## src/rtl/lab4_branch_pht_pkg.sv

```systemverilog
// Shared types, counter encodings and the saturating
// counter update for the PHT access scheduler.
package lab4_branch_pht_pkg;

  typedef enum logic [1:0] {
    INIT,
    IDLE,
    UPD_WR
  } state_t;

  localparam logic [1:0] SNT = 2'b00;
  localparam logic [1:0] WNT = 2'b01;
  localparam logic [1:0] WT  = 2'b10;
  localparam logic [1:0] ST  = 2'b11;

  // Saturating 2-bit counter step toward the resolved direction.
  function automatic logic [1:0] sat_update(
    input logic [1:0] ctr,
    input logic       taken
  );
    logic [1:0] res;
    res = ctr;
    if (taken) begin
      if (ctr != ST) res = ctr + 2'd1;
    end else begin
      if (ctr != SNT) res = ctr - 2'd1;
    end
    return res;
  endfunction

endpackage

```

## src/rtl/lab4_branch_pht_upd_fifo.sv

```systemverilog
// Update queue of {idx, taken} entries with an associative
// lookup so pending updates can hold off same-index lookups.
module lab4_branch_pht_upd_fifo
  import lab4_branch_pht_pkg::*;
#(
  parameter int DEPTH = 4,
  parameter int IDX_W = 11
) (
  input  logic             clk,
  input  logic             reset,
  input  logic             push,
  input  logic [IDX_W-1:0] push_idx,
  input  logic             push_taken,
  input  logic             pop,
  output logic [IDX_W-1:0] head_idx,
  output logic             head_taken,
  output logic             full,
  output logic             empty,
  input  logic [IDX_W-1:0] query_idx,
  output logic             query_hit
);

  localparam int PW = $clog2(DEPTH);

  typedef struct packed {
    logic [IDX_W-1:0] idx;
    logic             taken;
  } upd_entry_t;

  upd_entry_t        slots [DEPTH];
  logic [PW-1:0]     wr_ptr;
  logic [PW-1:0]     rd_ptr;
  logic [PW:0]       count;
  logic              do_push;
  logic              do_pop;
  logic [PW-1:0]     occ;

  assign full       = (count == (PW+1)'(DEPTH));
  assign empty      = (count == '0);
  assign do_push    = push && !full;
  assign do_pop     = pop && !empty;
  assign head_idx   = slots[rd_ptr].idx;
  assign head_taken = slots[rd_ptr].taken;

  // Pointers and occupancy; power-of-two depth wraps naturally.
  always_ff @(posedge clk) begin
    if (reset) begin
      wr_ptr <= '0;
      rd_ptr <= '0;
      count  <= '0;
    end else begin
      if (do_push) wr_ptr <= wr_ptr + PW'(1);
      if (do_pop)  rd_ptr <= rd_ptr + PW'(1);
      unique case ({do_push, do_pop})
        2'b10:   count <= count + (PW+1)'(1);
        2'b01:   count <= count - (PW+1)'(1);
        default: count <= count;
      endcase
    end
  end

  // Entry storage needs no reset; occupancy masks stale slots.
  always_ff @(posedge clk) begin
    if (do_push) slots[wr_ptr] <= '{idx: push_idx, taken: push_taken};
  end

  // Any occupied slot matching the lookup index.
  always_comb begin
    query_hit = 1'b0;
    occ       = '0;
    for (int i = 0; i < DEPTH; i++) begin
      occ = PW'(i) - rd_ptr;
      if ({1'b0, occ} < count && slots[i].idx == query_idx)
        query_hit = 1'b1;
    end
  end

endmodule

```

## src/rtl/lab4_branch_pht_sched.sv

```systemverilog
// PHT port scheduler: post-reset counter sweep, then arbitration
// between prediction reads and queued read-modify-write updates.
module lab4_branch_pht_sched
  import lab4_branch_pht_pkg::*;
#(
  parameter  int PHT_size    = 2048,
  parameter  int UPD_Q_DEPTH = 4,
  localparam int IDX_W       = $clog2(PHT_size)
) (
  input  logic             clk,
  input  logic             reset,
  input  logic             pred_val,
  output logic             pred_rdy,
  input  logic [IDX_W-1:0] pred_idx,
  output logic             pred_resp_val,
  output logic             pred_taken,
  input  logic             upd_val,
  output logic             upd_rdy,
  input  logic [IDX_W-1:0] upd_idx,
  input  logic             upd_taken,
  output logic             pht_en,
  output logic             pht_wen,
  output logic [IDX_W-1:0] pht_addr,
  output logic [1:0]       pht_wdata,
  input  logic [1:0]       pht_rdata
);

  state_t           state;
  state_t           state_nx;
  logic [IDX_W-1:0] sweep_cnt;
  logic [IDX_W-1:0] wr_idx;
  logic             wr_taken;
  logic             resp_q;

  logic             q_full;
  logic             q_empty;
  logic             q_push;
  logic             q_pop;
  logic             q_hit;
  logic [IDX_W-1:0] head_idx;
  logic             head_taken;

  logic             upd_forced;
  logic             take_upd;
  logic             take_pred;

  logic             en_c;
  logic             wen_c;
  logic             rdy_c;
  logic [IDX_W-1:0] addr_c;
  logic [1:0]       wdata_c;

  // A pending update to the looked-up index must land first.
  assign upd_forced = q_full || (pred_val && q_hit);
  assign take_upd   = upd_forced || (!pred_val && !q_empty);
  assign take_pred  = pred_val && !upd_forced;

  assign upd_rdy = !reset && !q_full && (state != INIT);
  assign q_push  = upd_val && upd_rdy;

  lab4_branch_pht_upd_fifo #(
    .DEPTH (UPD_Q_DEPTH),
    .IDX_W (IDX_W)
  ) u_fifo (
    .clk        (clk),
    .reset      (reset),
    .push       (q_push),
    .push_idx   (upd_idx),
    .push_taken (upd_taken),
    .pop        (q_pop),
    .head_idx   (head_idx),
    .head_taken (head_taken),
    .full       (q_full),
    .empty      (q_empty),
    .query_idx  (pred_idx),
    .query_hit  (q_hit)
  );

  // Next state and PHT port drive for the current state.
  always_comb begin
    state_nx = state;
    en_c     = 1'b0;
    wen_c    = 1'b0;
    rdy_c    = 1'b0;
    addr_c   = '0;
    wdata_c  = SNT;
    q_pop    = 1'b0;
    unique case (state)
      INIT: begin
        en_c    = 1'b1;
        wen_c   = 1'b1;
        addr_c  = sweep_cnt;
        wdata_c = WNT;
        if (sweep_cnt == IDX_W'(PHT_size - 1))
          state_nx = IDLE;
      end
      IDLE: begin
        unique case (1'b1)
          take_upd: begin
            q_pop    = !reset;
            en_c     = 1'b1;
            addr_c   = head_idx;
            state_nx = UPD_WR;
          end
          take_pred: begin
            rdy_c  = 1'b1;
            en_c   = 1'b1;
            addr_c = pred_idx;
          end
          default: ;
        endcase
      end
      UPD_WR: begin
        en_c     = 1'b1;
        wen_c    = 1'b1;
        addr_c   = wr_idx;
        wdata_c  = sat_update(pht_rdata, wr_taken);
        state_nx = IDLE;
      end
      default: state_nx = INIT;
    endcase
  end

  // Outputs are forced quiet while reset is held.
  assign pht_en        = en_c && !reset;
  assign pht_wen       = wen_c && !reset;
  assign pht_addr      = reset ? '0 : addr_c;
  assign pht_wdata     = reset ? SNT : wdata_c;
  assign pred_rdy      = rdy_c && !reset;
  assign pred_resp_val = resp_q && !reset;
  assign pred_taken    = pred_resp_val && pht_rdata[1];

  // State register.
  always_ff @(posedge clk) begin
    if (reset) state <= INIT;
    else       state <= state_nx;
  end

  // Initialization sweep address.
  always_ff @(posedge clk) begin
    if (reset)              sweep_cnt <= '0;
    else if (state == INIT) sweep_cnt <= sweep_cnt + IDX_W'(1);
  end

  // Lookup response is valid the cycle after acceptance.
  always_ff @(posedge clk) begin
    if (reset) resp_q <= 1'b0;
    else       resp_q <= pred_val && pred_rdy;
  end

  // Latch the popped head for the write-back cycle.
  always_ff @(posedge clk) begin
    if (q_pop) begin
      wr_idx   <= head_idx;
      wr_taken <= head_taken;
    end
  end

endmodule

```

## config.mk

```make
export PLATFORM = sky130hd
export DESIGN_NAME = lab4_branch_pht_sched
export DESIGN_NICKNAME = d
export VERILOG_FILES = /design/src/rtl/lab4_branch_pht_pkg.sv /design/src/rtl/lab4_branch_pht_upd_fifo.sv /design/src/rtl/lab4_branch_pht_sched.sv
export SDC_FILE = /design/constraint.sdc
export NUM_CORES = 1
export LEC_CHECK = 0
export CORE_UTILIZATION = 45
export DETAILED_ROUTE_END_ITERATION = 8
export HOLD_SLACK_MARGIN = 0.03
export MAX_ROUTING_LAYER = met4
export PLACE_DENSITY = 0.77
export SETUP_SLACK_MARGIN = 0.05
export SYNTH_ARGS = -nofsm -noshare
export SYNTH_HDL_FRONTEND = slang
export SYNTH_SLANG_ARGS = --single-unit
export TNS_END_PERCENT = 5
```

## constraint.sdc

```tcl
create_clock -name clk -period 3.91 [get_ports clk]
set_input_delay 0.782 -clock clk [delete_from_list [all_inputs] [get_ports clk]]
set_output_delay 0.782 -clock clk [all_outputs]
set_load 0.05 [all_outputs]
```

# Word-level counts from Yosys, hierarchy flattened
# Memories as Yosys holds them, arrays and structs flattened. A register that Yosys moved wholly into a read port is not among the register bits.
# Cells that the tools add are included.
[totals]
reg_bits = 33
mem_bits_rw = 48
inputBits = 29
out_inout_bits = 19
word_cells = 97
n_memories = 1
[classes]
addsub = 11
n_lt_le_gt_ge = 4
eq_ne = 13
n_mux = 27
n_reduce_logical = 33
[mem_list]
columns = ["name", "words", "width", "rd", "rd_clocked_by_memory_dff", "wr", "line_no", "source"]
rows = [
  ["u_fifo.slots", 4, 12, 5, 1, 1, "lab4_branch_pht_upd_fifo.sv:30", "upd_entry_t slots [DEPTH];"],
]
[op_table]
columns = ["op", "count"]
rows = [
  ["equality test 11 bit", 4],
  ["case mux 11 bit (3 select lines)", 1],
  ["case mux 11 bit (2 select lines)", 1],
  ["logical AND 1 bit", 18],
  ["two-way mux 2 bit", 8],
  ["< comparator 2 x 3 -> 1 bit", 4],
  ["two-way mux 1 bit", 12],
  ["adder 11 x 1 -> 11 bit (second input constant)", 1],
  ["equality test 11 bit (second input constant)", 1],
  ["two-way mux 11 bit", 1],
  ["adder 2 x 1 -> 2 bit (second input constant)", 3],
  ["inequality test 2 bit (second input constant)", 3],
  ["case mux 2 bit (3 select lines)", 1],
  ["case mux 3 bit (2 select lines)", 1],
  ["nonzero test 2 bit", 3],
  ["logical NOT 1 bit", 5],
  ["equality test 2 x 1 -> 1 bit (second input constant)", 2],
  ["equality test 2 bit (second input constant)", 2],
  ["case mux 2 bit (2 select lines)", 1],
  ["OR reduction 2 bit", 2],
  ["subtractor 1 x 2 -> 2 bit (first input constant)", 2],
  ["subtractor 2 bit (first input constant)", 2],
  ["adder 3 x 1 -> 3 bit (second input constant)", 1],
  ["equality test 3 bit (second input constant)", 1],
  ["other kinds (7)", 8],
]

# Depth between registers and ports, before layout
# Gate-level depths: netlist of the first run.
[logic_depth]
ltp_word = 15
ltp_mapped = 16

# Hierarchy
# From an unflattened synthesis of the first run, not the netlist that was laid out.
[unflattened]
hier_cells = 370
area_unflattened_um2 = 4403.0
[modules_own_cells]
columns = ["mod", "instances", "cells_per_inst", "area_each_um2", "seq_area_each_um2"]
rows = [
  ["lab4_branch_pht_upd_fifo", 1, 187, 2775.2, 1621.6],
  ["lab4_branch_pht_sched", 1, 183, 1627.8, 640.6],
]

# Worst setup path before layout of the first run
# No wires, ideal clock.
[synth_timing]
kind = "input -> output"
from = "input port pred_idx[10]"
to = "output port pht_addr[6]"
arrival_time_ns = 3.464
required_ns = 3.128
setup_slack_ns = -0.336
cell_stages = 9
path_buffers = 2
path_cell_list = "buf_4 -> xor2_1 -> nor4_1 -> o211ai_2 -> o22ai_1 -> a311o_2 -> buf_2 -> o221ai_1 -> a311oi_1"
[synth_via]
elab_chain_len = 13
[synth_lines]
columns = ["item", "line_no", "source"]
rows = [
  ["from (decl)", "lab4_branch_pht_sched.sv:14", "input logic [IDX_W-1:0] pred_idx,"],
  ["equality test 11 bit", "lab4_branch_pht_upd_fifo.sv:73", "if ({1'b0, occ} < count && slots[i].idx == query_idx)"],
  ["logical AND 1 bit", "lab4_branch_pht_upd_fifo.sv:73", ""],
  ["two-way mux 1 bit (3 in a row)", "lab4_branch_pht_upd_fifo.sv:73", ""],
  ["two-way mux 1 bit *", "lab4_branch_pht_upd_fifo.sv:73", ""],
  ["logical AND 1 bit *", "lab4_branch_pht_sched.sv:54", "assign upd_forced = q_full || (pred_val && q_hit);"],
  ["logical OR 1 bit *", "lab4_branch_pht_sched.sv:54", ""],
  ["logical NOT 1 bit", "lab4_branch_pht_sched.sv:56", "assign take_pred = pred_val && !upd_forced;"],
  ["logical AND 1 bit", "lab4_branch_pht_sched.sv:56", ""],
  ["case mux 11 bit (2 select lines) *", "lab4_branch_pht_sched.sv:98", "unique case (1'b1)"],
  ["case mux 11 bit (3 select lines) *", "lab4_branch_pht_sched.sv:88", "unique case (state)"],
  ["two-way mux 11 bit *", "lab4_branch_pht_sched.sv:127", "assign pht_addr = reset ? '0 : addr_c;"],
  ["to (decl)", "lab4_branch_pht_sched.sv:23", "output logic [IDX_W-1:0] pht_addr,"],
]
# Mark *: on every way between the ends. The rest lies on a longest branch, timed or not.

# Worst setup path after layout of the first run
[layout_timing]
from = "register u_fifo.rd_ptr[1]"
to = "output port pht_addr[3]"
[layout_via]
elab_chain_len = 14
[layout_lines]
columns = ["item", "line_no", "source"]
rows = [
  ["from (decl)", "lab4_branch_pht_upd_fifo.sv:32", "logic [PW-1:0] rd_ptr;"],
  ["from (signal assigned)", "lab4_branch_pht_upd_fifo.sv:53", "if (do_pop) rd_ptr <= rd_ptr + PW'(1);"],
  ["subtractor 1 x 2 -> 2 bit", "lab4_branch_pht_upd_fifo.sv:72", "occ = PW'(i) - rd_ptr;"],
  ["< comparator 2 x 3 -> 1 bit", "lab4_branch_pht_upd_fifo.sv:73", ""],
  ["logical AND 1 bit", "lab4_branch_pht_upd_fifo.sv:73", ""],
  ["two-way mux 1 bit (3 in a row)", "lab4_branch_pht_upd_fifo.sv:73", ""],
  ["two-way mux 1 bit *", "lab4_branch_pht_upd_fifo.sv:73", ""],
  ["logical AND 1 bit *", "lab4_branch_pht_sched.sv:54", ""],
  ["logical OR 1 bit *", "lab4_branch_pht_sched.sv:54", ""],
  ["logical NOT 1 bit", "lab4_branch_pht_sched.sv:56", ""],
  ["logical AND 1 bit", "lab4_branch_pht_sched.sv:56", ""],
  ["case mux 11 bit (2 select lines) *", "lab4_branch_pht_sched.sv:98", ""],
  ["case mux 11 bit (3 select lines) *", "lab4_branch_pht_sched.sv:88", ""],
  ["two-way mux 11 bit *", "lab4_branch_pht_sched.sv:127", ""],
]
# Marked as above.

==> summary.md, run 1 <==
| Metric | Value |
|---|---|
| Comb pwr share | `12.0%` |
| CP Class | `reg2out` |
| Total clock buffers created by CTS | `9` |
| Pin count of the biggest net entering global routing | `39` |
| Fmax | `255 MHz` |
| HP Class | `reg2reg` |
| Setup Skew | `0.00886 ns` |
| Via/cell ratio | `5.73` |
| Chip height | `102 um` |
| PnR Total Power | `1.75 mW` |
| Violations in the final reports | `negative setup slack` |
| Number of optimization iterations in the first detailed-route pass | `5` |
| Number of synthesized register bits | `83` |
| Area of the mapped netlist | `4520 um2` |
| Wire length of the first global-routing pass | `17.2 mm` |
| Smallest hold slack | `0.506 ns` |
| Skew-Pair Late Insertion Delay | `0.36 ns` |
| TritonCTS clock tree | `built` |
| Fin crit share | `100%` |
| RR Endpoint | `u_fifo.count[2]` |
| CTS sink count | `83` |
| Hold Fails Final Rpt | `0` |
| GR Overflow Total | `0` |
| Number of instances in the synthesized netlist | `398` |
| Total track usage | `23.0%` |
| Final antenna-violating net count | `0` |
| Worst reg-to-reg path cell count | `15` |
| Number of buffers added on ports | `47` |
| Power Dens Cells | `300 nW/um2` |
| Die span in x | `102 um` |
| Launching instance or port of the critical path | `u_fifo.rd_ptr[1]` |
| Final Routed Wirelength | `10.9 mm` |
| Number of antenna violations at the first check in global routing | `0` |
| Max Cap Violations | `0` |
| Boundary Pins | `48` |
| Post-synth cell types | `50` |
| Number of rows created at floorplan | `36` |
| Portion of total power attributed to sequential cells | `55.0%` |
| Wire length the detailed router placed on met1 | `4.50 mm` |
| Diode insertion count for antenna repair | `0` |
| DP HPWL | `7.37 mm` |
| Via count of the first global-routing pass | `3315` |
| Layout cell share with drive strength beyond 1 | `29.4%` |
| Total number of vias | `3431` |
| Static power due to leakage | `2.04 nW` |
| CTS root buf | `sky130_fd_sc_hd__clkbuf_8` |
| Highest-count cells in the layout ignoring fill and taps | `60 x sky130_fd_sc_hd__edfxtp_1, 37 x sky130_fd_sc_hd__buf_4, 35 x sky130_fd_sc_hd__xor2_1` |
| Slack of the critical path | `-0.00678 ns` |
| Clock slew at the register clock pins of the worst setup and hold paths | `0.09 ns` |
| Max-slew violation total from the final report | `0` |
| Fraction of power consumed by the clock network | `33.1%` |
| Area of the core region | `9730 um2` |
| Die Area | `10400 um2` |
| Maximum level of the CTS H-tree | `3` |
| Endpoint kind of the worst setup timing path | `primary output` |
| Most common cell after layout, fill and taps aside | `sky130_fd_sc_hd__edfxtp_1` |
| Critical path data required time | `3.13 ns` |
| Run status | `complete, but fails checks` |
| Initial Utilization | `46.4%` |
| Total internal power | `1.29 mW` |
| Final Setup Violations | `1` |
| Number of warnings reported in the yosys synthesis log | `0` |
| Net Count, Synth | `438` |
| Met2 Routed Length | `5.47 mm` |
| VDD IR-drop max | `0.000220 V` |
| CP Launch Type | `register` |
| Final critical delay including setup and external delays | `3.92 ns` |
| Sw Pwr | `0.465 mW` |
| RSZ-0062 raised after global routing | `yes` |
| Post-detailed-route wirelength per cell | `18.1 um` |
| Slew HR | `44.1%` |
| Share of total power consumed by net switching | `26.5%` |
| Slew @ Worst Pin | `0.837 ns` |
| R2R Path Start | `u_fifo.slots[2][11]` |
| Remaining DRCs | `0` |
| Sequential cell area fraction in the yosys report | `50.1%` |
| Uppermost routed layer | `met4` |
| Average instance area after synthesis | `11.3 um2` |
| Clk buf depth | `2` |
| Crit path to | `pht_addr[3]` |
| Layout Area Growth over Synthesis | `29.4%` |
| Met3 Routed Length | `617 um` |
| Arrival time at the worst endpoint | `3.13 ns` |
| Detailed Route Iter0 Violations | `281` |
| Register-to-register setup slack | `0.38 ns` |
| Max FO, Critical Path | `4` |
| Final Wtd Congestion | `0.876` |
| Net count reported at finish | `501` |
metrics by stage:
| stage | instance area [um2] | worst slack, ns | instances | TNS (ns) | utilization (%) |
|---|---|---|---|---|---|
| 3_5_place_dp | 5380 | -0.471 | 573 | -5.25 | 55.3 |
| 3_3_place_gp | 5380 | -0.495 | 573 | -5.34 | 55.3 |
| 2_1_floorplan | 4520 | -0.336 | 398 | -3.04 | - |
| 5_1_grt | 5840 | -0.125 | 599 | -0.495 | 60.1 |
| 6_report | 5840 | -0.00678 | 599 | -0.00678 | 60.1 |
| 4_1_cts | 5740 | 0.0570 | 596 | 0 | 59.0 |
repair_timing:
item | 4_1_cts | 5_1_grt
cloned | 3 | 0
endpoints found under the hold margin | 0 | 0
setup endpoints to repair | 13 | 12
setup buffers | 4 | 3
hold buffers | 0 | 0
pin swaps | 18 | 14
resized for setup | 62 | 19
worst max-delay path: stages (launching register included):
cell and delay, ns:
sky130_fd_sc_hd__dfxtp_4 0.38, sky130_fd_sc_hd__inv_1 0.10, sky130_fd_sc_hd__ha_4 0.28, sky130_fd_sc_hd__a21oi_1 0.09
sky130_fd_sc_hd__o2111ai_2 0.29, sky130_fd_sc_hd__o22ai_4 0.14, sky130_fd_sc_hd__a311o_2 0.39, sky130_fd_sc_hd__buf_6 0.14
sky130_fd_sc_hd__or3_4 0.36, sky130_fd_sc_hd__a311oi_2 0.31, sky130_fd_sc_hd__buf_4 0.17, sky130_fd_sc_hd__buf_12 0.12
sequential cells by signal, summed over array words and instances, names as in the netlist, named ones only:
name           count
resp_q             1
state              2
sweep_cnt         11
u_fifo.count       3
u_fifo.rd_ptr      2
u_fifo.slots      48
u_fifo.wr_ptr      2
wr_idx            11
wr_taken           1
power by group through the flow:
stage	Combinational [mW]	Sequential [mW]	Clock, mW
after floorplan	0.114	0.975	0
after global placement	0.180	0.984	0
after detailed placement	0.187	0.984	0
after CTS	0.196	0.964	0.582
after global routing	0.224	0.965	0.627
final	0.210	0.963	0.580
how the worst min path moves through the flow:
stage,start,end,slack (ns),depth (start not counted)
6_report,u_fifo.wr_ptr[1],u_fifo.wr_ptr[1],0.51,2
5_1_grt,u_fifo.wr_ptr[1],u_fifo.wr_ptr[1],0.54,2
4_1_cts,u_fifo.wr_ptr[1],u_fifo.wr_ptr[1],0.51,2
3_5_place_dp,u_fifo.wr_ptr[1],u_fifo.wr_ptr[1],0.50,2
3_3_place_gp,u_fifo.wr_ptr[1],u_fifo.wr_ptr[1],0.49,2
2_1_floorplan,sweep_cnt[6],sweep_cnt[6],0.47,2
cells in the mapped netlist, drive strengths merged:
cell / number / area share [%]
a211oi: 1 / 0.17
a21oi: 10 / 1.2
o21ai: 18 / 2.0
o22ai: 1 / 0.14
inv: 31 / 2.6
and2: 2 / 0.28
nor3: 6 / 0.66
dfxtp: 23 / 10
and3: 8 / 1.1
ha: 10 / 2.8
xnor2: 18 / 3.5
clkbuf: 16 / 1.3
nand4: 3 / 0.42
nor4: 7 / 0.97
maj3: 1 / 0.22
o21a: 2 / 0.33
a311o: 3 / 0.69
or4: 1 / 0.17
and4: 1 / 0.19
nor2: 20 / 1.7
nand2: 15 / 1.2
or3b: 1 / 0.19
a21boi: 1 / 0.17
buf: 19 / 2.6
fa: 1 / 0.44
o211ai: 2 / 0.44
o31ai: 11 / 1.8
o2111ai: 1 / 0.19
or3: 15 / 2.1
mux4: 12 / 6.0
edfxtp: 60 / 40
nor3b: 1 / 0.17
xor2: 38 / 7.4
nand2b: 2 / 0.33
a41oi: 1 / 0.19
a311oi: 12 / 2.3
o21bai: 1 / 0.17
nor2b: 4 / 0.55
a22o: 1 / 0.19
nand3: 5 / 0.55
o32ai: 1 / 0.19
o221ai: 11 / 2.1
a21o: 1 / 0.17
cells by family after synthesis:
family                     Yosys count  share of synthesized area (%)
and+or+nand+nor                     91                           10.6
DFF                                 83                           50.1
AOI/OAI and AO/OA                   78                           12.5
buffers and inverters               66                           6.54
xor gates and xnor gates            56                           10.9
muxes                               12                           5.98
adders and majority gates           12                           3.43
routing by layer:
layer	track usage, %	vias up
met1	28.0	1648
li1	-	1594
met3	4.31	36
met4	9.23	0
met2	37.7	153
met5	-	-
area by class of cell:
class,count,area [um2]
fill,759,3880
sequential,83,2270
multi-input combinational,252,2220
timing repair buffer,84,888
tap,133,166
clock buffer,9,124
inverter,31,116
clock inverter,7,56.3
No activity file was read; power rests on OpenSTA's default activity.
==> inputs of run 2 (changes only) <==
--- a/config.mk
+++ b/config.mk
@@ -7,11 +7,9 @@
 export LEC_CHECK = 0
 export CORE_UTILIZATION = 45
 export DETAILED_ROUTE_END_ITERATION = 8
-export HOLD_SLACK_MARGIN = 0.03
 export MAX_ROUTING_LAYER = met4
 export PLACE_DENSITY = 0.77
 export SETUP_SLACK_MARGIN = 0.05
 export SYNTH_ARGS = -nofsm -noshare
 export SYNTH_HDL_FRONTEND = slang
 export SYNTH_SLANG_ARGS = --single-unit
-export TNS_END_PERCENT = 5
==> constraint.sdc (replaced) <==
create_clock -name clk -period 4.9 [get_ports clk]
set_input_delay 0.98 -clock clk [delete_from_list [all_inputs] [get_ports clk]]
set_output_delay 0.98 -clock clk [all_outputs]
set_load 0.05 [all_outputs]
==> run 2 against run 1 <==
The flow now finishes without violations. Non-clock buffer count down 23. Clock power shrank 17%. Register-to-register slack improved by 0.91 ns. Hold slack better by 0.0031 ns. Sequential share of layout area grew 2.8 points. Global-route usage is 1.8 points lower. Via count down 4.8%.
==> summary.md, run 2 (synthesized netlist as in run 1, its figures left out) <==
| Metric | Value |
|---|---|
| Run status | `finished clean` |
| Static power due to leakage | `1.85 nW` |
| Via/cell ratio | `5.69` |
| Initial Utilization | `46.4%` |
| Final antenna-violating net count | `0` |
| Slew HR | `41.1%` |
| FF/Latch Area | `2260 um2` |
| Die span in x | `102 um` |
| Share of total power consumed by net switching | `24.1%` |
| Clk buf depth | `2` |
| Accumulated negative setup slack | `0 ns` |
| TritonCTS clock tree | `built` |
| Max-slew violation total from the final report | `0` |
| VDD IR-drop max | `0.000123 V` |
| Final Setup Violations | `0` |
| Slew @ Worst Pin | `0.883 ns` |
| Total number of vias | `3265` |
| Die Area | `10400 um2` |
| RR Endpoint | `u_fifo.count[2]` |
| CP max-delay cell | `sky130_fd_sc_hd__clkdlybuf4s50_1` |
| Largest registers in the final layout | `u_fifo.slots x48, sweep_cnt x11, wr_idx x11` |
| CP Class | `in2out` |
| Register-to-register setup slack | `1.29 ns` |
| Power Dens Cells | `258 nW/um2` |
| Most common cell after layout, fill and taps aside | `sky130_fd_sc_hd__edfxtp_1` |
| GR Overflow Total | `0` |
| Via count of the first global-routing pass | `3131` |
| Number of buffers added on ports | `47` |
| Net count reported at finish | `476` |
| Arrival time at the worst endpoint | `3.78 ns` |
| RSZ-0062 raised after global routing | `yes` |
| Number of optimization iterations in the first detailed-route pass | `5` |
| DP HPWL | `7.21 mm` |
| Max FO, Critical Path | `15` |
| Layout Area Growth over Synthesis | `20.0%` |
| Boundary Pins | `48` |
| Worst reg-to-reg path cell count | `14` |
| Final Routed Wirelength | `10.1 mm` |
| R2R Path Start | `u_fifo.rd_ptr[0]` |
| Area of the multi-input gates | `1980 um2` |
| Highest-count cells in the layout ignoring fill and taps | `60 x sky130_fd_sc_hd__edfxtp_1, 38 x sky130_fd_sc_hd__xor2_1, 34 x sky130_fd_sc_hd__clkdlybuf4s50_1` |
| Total track usage | `21.2%` |
| Wire length of the first global-routing pass | `15.7 mm` |
| Final Wtd Congestion | `0.870` |
| Endpoint kind of the worst setup timing path | `primary output` |
| Total clock buffers created by CTS | `9` |
| Pin count of the biggest net entering global routing | `32` |
| Diode insertion count for antenna repair | `0` |
| Detailed Route Iter0 Violations | `270` |
| Remaining DRCs | `0` |
| Launching instance or port of the critical path | `pred_idx[1]` |
| Register name with the most flops | `u_fifo.slots` |
| Maximum cell stage delay along the critical path | `0.64 ns` |
| Total internal power | `1.06 mW` |
| Number of inserted filler cells in the final layout | `808` |
| Chip height | `102 um` |
| Crit path to | `pht_addr[8]` |
| Critical path data required time | `3.92 ns` |
| Fraction of power consumed by the clock network | `34.6%` |
| Portion of total power attributed to sequential cells | `55.1%` |
| Sw Pwr | `0.337 mW` |
| HP Class | `reg2reg` |
| Post-cts hold buffer count | `0` |
| Number of antenna violations at the first check in global routing | `0` |
| CTS sink count | `83` |
| Final critical delay including setup and external delays | `4.76 ns` |
| Slack of the critical path | `0.140 ns` |
| Post-detailed-route wirelength per cell | `17.5 um` |
| Number of rows created at floorplan | `36` |
| Final Instance Count excl. Fillers | `574` |
| Maximum level of the CTS H-tree | `3` |
| Setup Skew | `0.00575 ns` |
| Comb pwr share | `10.3%` |
| Clock slew at the register clock pins of the worst setup and hold paths | `0.08 ns` |
| Skew-Pair Late Insertion Delay | `0.36 ns` |
| DP Cell Count | `556` |
| Fmax | `210 MHz` |
| CTS root buf | `sky130_fd_sc_hd__clkbuf_8` |
| Max Cap Violations | `0` |
| Number of flip-flops in the largest register | `48` |
| Cell-by-cell listing of the critical path | `clkdlybuf4s50_1 > xor2_1 > nor4_1 > o211ai_1 > nor4_2 > a311o_1 > or3_1 > a311oi_1 > buf_12` |
| Worst Setup Slack post-DPL | `0.0705 ns` |
| Fin crit share | `97.2%` |
| CP Launch Type | `input pin` |
| Layout cell share with drive strength beyond 1 | `13.6%` |
| Hold Fails Final Rpt | `0` |
| Area of the core region | `9730 um2` |
run 2: cell types whose count changed in the layout (fill, tap and decap cells not counted), sizes merged:
cell	previous run	this run
clkinv	2	5
clkdlybuf4s15	1	0
inv	36	31
bufinv	0	1
clkdlybuf4s50	17	34
a311o	6	4
clkinvlp	0	1
buf	63	27
clkbuf	10	9
dlygate4sd2	2	0
run 2: how the worst min path moves through the flow:
stage                     startpoint                to  slack (ns)  cells past startpoint
floorplan               sweep_cnt[6]      sweep_cnt[6]        0.47                      2
global placement       sweep_cnt[10]     sweep_cnt[10]        0.49                      2
detailed placement     sweep_cnt[10]     sweep_cnt[10]        0.50                      2
CTS                    sweep_cnt[10]     sweep_cnt[10]        0.51                      2
global route        u_fifo.wr_ptr[1]  u_fifo.wr_ptr[1]        0.55                      2
finish                 sweep_cnt[10]     sweep_cnt[10]        0.51                      2
run 2: repair_timing:
action | in CTS | in global routing
setup buffers | 0 | 1
gates resized for setup | 0 | 1
pin swaps | 0 | 1
setup endpoints to repair | 1 | 11
cloned | 0 | 1
endpoints found under the hold margin | 0 | 0
run 2: area by class of cell:
| cell class | count | share of cell area (%) |
|---|---|---|
| well taps | 133 | 3.07 |
| flip-flops and latches | 83 | 41.7 |
| clock buffers | 9 | 2.29 |
| clock inverters | 7 | 1.27 |
| inverters | 31 | 2.15 |
| repair buffers | 61 | 13.0 |
| multi-input cells | 250 | 36.5 |
run 2: power groups by stage:
stage	Sequential (mW)	Combinational (mW)	Clock, mW
floorplan	0.778	0.0911	0
global route	0.771	0.155	0.515
global placement	0.785	0.137	0
CTS	0.770	0.142	0.486
detailed placement	0.786	0.142	0
finish	0.770	0.144	0.483
run 2: layer usage:
metal  GRT usage (%)  part of all wire (%)  wire length [um]  vias up
li1                -                     -                 -     1543
met1            25.7                    42              4270     1592
met2            35.2                    51              5180      110
met3            3.63                   3.9               388       20
met4            8.35                   2.2               224        0
met5               -                     0                 0        -
run 2: worst max-delay path: cells and delay by family:
| family | cells | cell delay [ns] |
|---|---|---|
| AO/OA/AOI/OAI | 3 | 1.12 |
| buffers and inverters | 2 | 0.84 |
| AND/OR/NAND/NOR | 3 | 0.62 |
| XOR/XNOR | 1 | 0.22 |
run 2: through the flow:
step           utilization, %  area (um2)  hold slack [ns]  power [mW]
3_3_place_gp             53.3        5190            0.488       0.923
5_1_grt                  55.7        5420            0.550        1.44
2_1_floorplan               -        4520            0.467       0.869
3_5_place_dp             53.3        5190            0.500       0.927
4_1_cts                  55.3        5380            0.511        1.40
6_report                 55.7        5420            0.509        1.40
==> inputs of run 3 (changes only) <==
==> constraint.sdc (replaced) <==
create_clock -name clk -period 5.9 [get_ports clk]
set_input_delay 1.18 -clock clk [delete_from_list [all_inputs] [get_ports clk]]
set_output_delay 1.18 -clock clk [all_outputs]
set_load 0.05 [all_outputs]
==> run 3 against run 2 <==
Clock skew increased by 0.0058 ns. Setup slack improved by 0.39 ns. Die area unchanged. Routed wire length decreased by 5.6%. Register-to-register slack improved by 1.2 ns. Utilization decreased by 2.4 points. Combinational power decreased by 22%. Critical path depth unchanged. Global-route usage decreased by 0.70 points. Hold slack improved by 0.0098 ns. Final cell count decreased by 1.9%.
==> summary.md, run 3 (synthesized netlist as in run 1, its figures left out) <==
| Metric | Value |
|---|---|
| Run status | `finished clean` |
| Number of rows created at floorplan | `36` |
| Endpoint kind of the worst setup timing path | `primary output` |
| Max FO, Critical Path | `31` |
| Largest registers in the final layout | `u_fifo.slots x48, sweep_cnt x11, wr_idx x11` |
| Detailed Route Iter0 Violations | `175` |
| Number of gates resized after CTS | `0` |
| Fin crit share | `91.1%` |
| Post-cts hold buffer count | `0` |
| Static power due to leakage | `1.76 nW` |
| Power Dens Cells | `228 nW/um2` |
| Final Instance Count excl. Fillers | `563` |
| Number of flip-flops in the largest register | `48` |
| Final Routed Wirelength | `9.50 mm` |
| DP Cell Count | `547` |
| R2R Path Start | `u_fifo.slots[2][11]` |
| Via count of the first global-routing pass | `3076` |
| Sw Pwr | `0.297 mW` |
| Total track usage | `20.5%` |
| Final critical delay including setup and external delays | `5.37 ns` |
| Arrival time at the worst endpoint | `4.19 ns` |
| Clk buf depth | `2` |
| Highest-count cells in the layout ignoring fill and taps | `60 x sky130_fd_sc_hd__edfxtp_1, 38 x sky130_fd_sc_hd__xor2_1, 36 x sky130_fd_sc_hd__clkdlybuf4s50_1` |
| Setup Skew | `0.0115 ns` |
| Skew-Pair Late Insertion Delay | `0.36 ns` |
| RR Endpoint | `u_fifo.count[2]` |
| Slew HR | `43.6%` |
| Hold path depth | `2` |
| Remaining DRCs | `0` |
| Worst Setup Slack post-DPL | `0.604 ns` |
| Register-to-register setup slack | `2.49 ns` |
| Layout Area Growth over Synthesis | `14.8%` |
| Final antenna-violating net count | `0` |
| Initial Utilization | `46.4%` |
| Final Wtd Congestion | `0.855` |
| Max-slew violation total from the final report | `0` |
| CP Launch Type | `input pin` |
| Number of inserted filler cells in the final layout | `833` |
| Worst reg-to-reg path cell count | `12` |
| Number of buffers added on ports | `47` |
| Number of post-CTS setup repair buffers | `0` |
| Hold Fails Final Rpt | `0` |
| GR Overflow Total | `0` |
| Wire length of the first global-routing pass | `15.5 mm` |
| Share of total power consumed by net switching | `25.1%` |
| PnR Total Power | `1.18 mW` |
| RSZ-0062 raised after global routing | `no` |
| VDD IR-drop max | `0.000105 V` |
| Launching instance or port of the critical path | `pred_idx[10]` |
| Accumulated negative setup slack | `0 ns` |
| Die span in x | `102 um` |
| Comb pwr share | `9.4%` |
| Slew @ Worst Pin | `0.845 ns` |
| Hold path startpoint | `u_fifo.wr_ptr[1]` |
| Number of antenna violations at the first check in global routing | `0` |
| Die Area | `10400 um2` |
| CTS root buf | `sky130_fd_sc_hd__clkbuf_8` |
| Chip height | `102 um` |
| Total number of vias | `3169` |
| Via/cell ratio | `5.63` |
| Post-detailed-route wirelength per cell | `16.9 um` |
| Fraction of power consumed by the clock network | `36.5%` |
| Max Cap Violations | `0` |
| Number of optimization iterations in the first detailed-route pass | `5` |
| Boundary Pins | `48` |
| Final Setup Violations | `0` |
| CTS sink count | `83` |
| Total internal power | `0.885 mW` |
| Maximum level of the CTS H-tree | `3` |
| Most common cell after layout, fill and taps aside | `sky130_fd_sc_hd__edfxtp_1` |
| Critical path data required time | `4.72 ns` |
| TritonCTS clock tree | `built` |
| DP HPWL | `7.03 mm` |
| HP Class | `reg2reg` |
| Register name with the most flops | `u_fifo.slots` |
| End-of-flow core utilization | `53.3%` |
| Diode insertion count for antenna repair | `0` |
| Net count reported at finish | `465` |
| Clock slew at the register clock pins of the worst setup and hold paths | `0.08 ns` |
| CP Class | `in2out` |
| Slack of the critical path | `0.526 ns` |
| Pin count of the biggest net entering global routing | `39` |
| Area of the core region | `9730 um2` |
| Fmax | `186 MHz` |
| Layout cell share with drive strength beyond 1 | `11.2%` |
| Worst Hold Endpoint | `u_fifo.wr_ptr[1]` |
| Total clock buffers created by CTS | `9` |
| Portion of total power attributed to sequential cells | `54.0%` |
-- run 3: cell types whose count changed in the layout (fill, tap and decap cells not counted) --
cell / before / now
sky130_fd_sc_hd__inv_6: 0 / 1
sky130_fd_sc_hd__clkinv_1: 1 / 0
sky130_fd_sc_hd__nor4_1: 6 / 7
sky130_fd_sc_hd__clkinv_2: 2 / 0
sky130_fd_sc_hd__buf_12: 13 / 0
sky130_fd_sc_hd__a311o_1: 3 / 2
sky130_fd_sc_hd__clkdlybuf4s50_1: 34 / 36
sky130_fd_sc_hd__clkinvlp_4: 1 / 2
sky130_fd_sc_hd__inv_8: 0 / 2
sky130_fd_sc_hd__clkinv_4: 2 / 1
sky130_fd_sc_hd__nor4_2: 1 / 0
sky130_fd_sc_hd__buf_4: 14 / 15
-- run 3: metal layers --
layer	vias up	GRT usage, %	share of wire (%)
met4	0	6.70	1.5
met5	-	-	0
li1	1512	-	-
met3	13	3.49	5.8
met1	1527	25.8	42
met2	117	33.7	51
-- run 3: how the worst max path moves through the flow --
| stage | end | depth (start not counted) | slack (ns) |
|---|---|---|---|
| after global placement | pht_addr[3] | 9 | 0.71 |
| after global routing | pht_addr[4] | 9 | 0.38 |
| after detailed placement | pht_addr[3] | 9 | 0.60 |
| after floorplan | pht_addr[6] | 9 | 0.86 |
| after CTS | pht_addr[3] | 9 | 0.60 |
| final | pht_addr[1] | 9 | 0.53 |
-- run 3: through the flow --
| stage | area, um2 | hold WS (ns) |
|---|---|---|
| finish | 5190 | 0.519 |
| global route | 5190 | 0.534 |
| floorplan | 4520 | 0.467 |
| detailed placement | 4980 | 0.501 |
| CTS | 5190 | 0.513 |
| global placement | 4980 | 0.487 |
-- run 3: final cells by class --
type / count / area, um2 / share of cell area [%]
repair buffers: 51 / 473 / 9.12
clock buffers: 9 / 124 / 2.39
inverters: 31 / 116 / 2.24
clock inverters: 7 / 85.1 / 1.64
flip-flops and latches: 83 / 2260 / 43.6
well taps: 133 / 166 / 3.21
multi-input cells: 249 / 1960 / 37.8
-- run 3: critical path, stage by stage --
cell and delay, ns:
sky130_fd_sc_hd__clkdlybuf4s50_1 0.60, sky130_fd_sc_hd__xor2_1 0.26, sky130_fd_sc_hd__nor4_1 0.44, sky130_fd_sc_hd__o211ai_1 0.17
sky130_fd_sc_hd__nor4_1 0.18, sky130_fd_sc_hd__a311o_2 0.50, sky130_fd_sc_hd__o221ai_1 0.21, sky130_fd_sc_hd__a311oi_1 0.37
sky130_fd_sc_hd__buf_4 0.26
-- run 3: power by group through the flow --
stage               Clock, mW  Sequential [mW]  Combinational, mW
global placement            0            0.652              0.109
detailed placement          0            0.652              0.111
global route            0.462            0.640              0.121
floorplan                   0            0.646             0.0756
CTS                     0.437            0.639              0.111
finish                  0.432            0.639              0.112
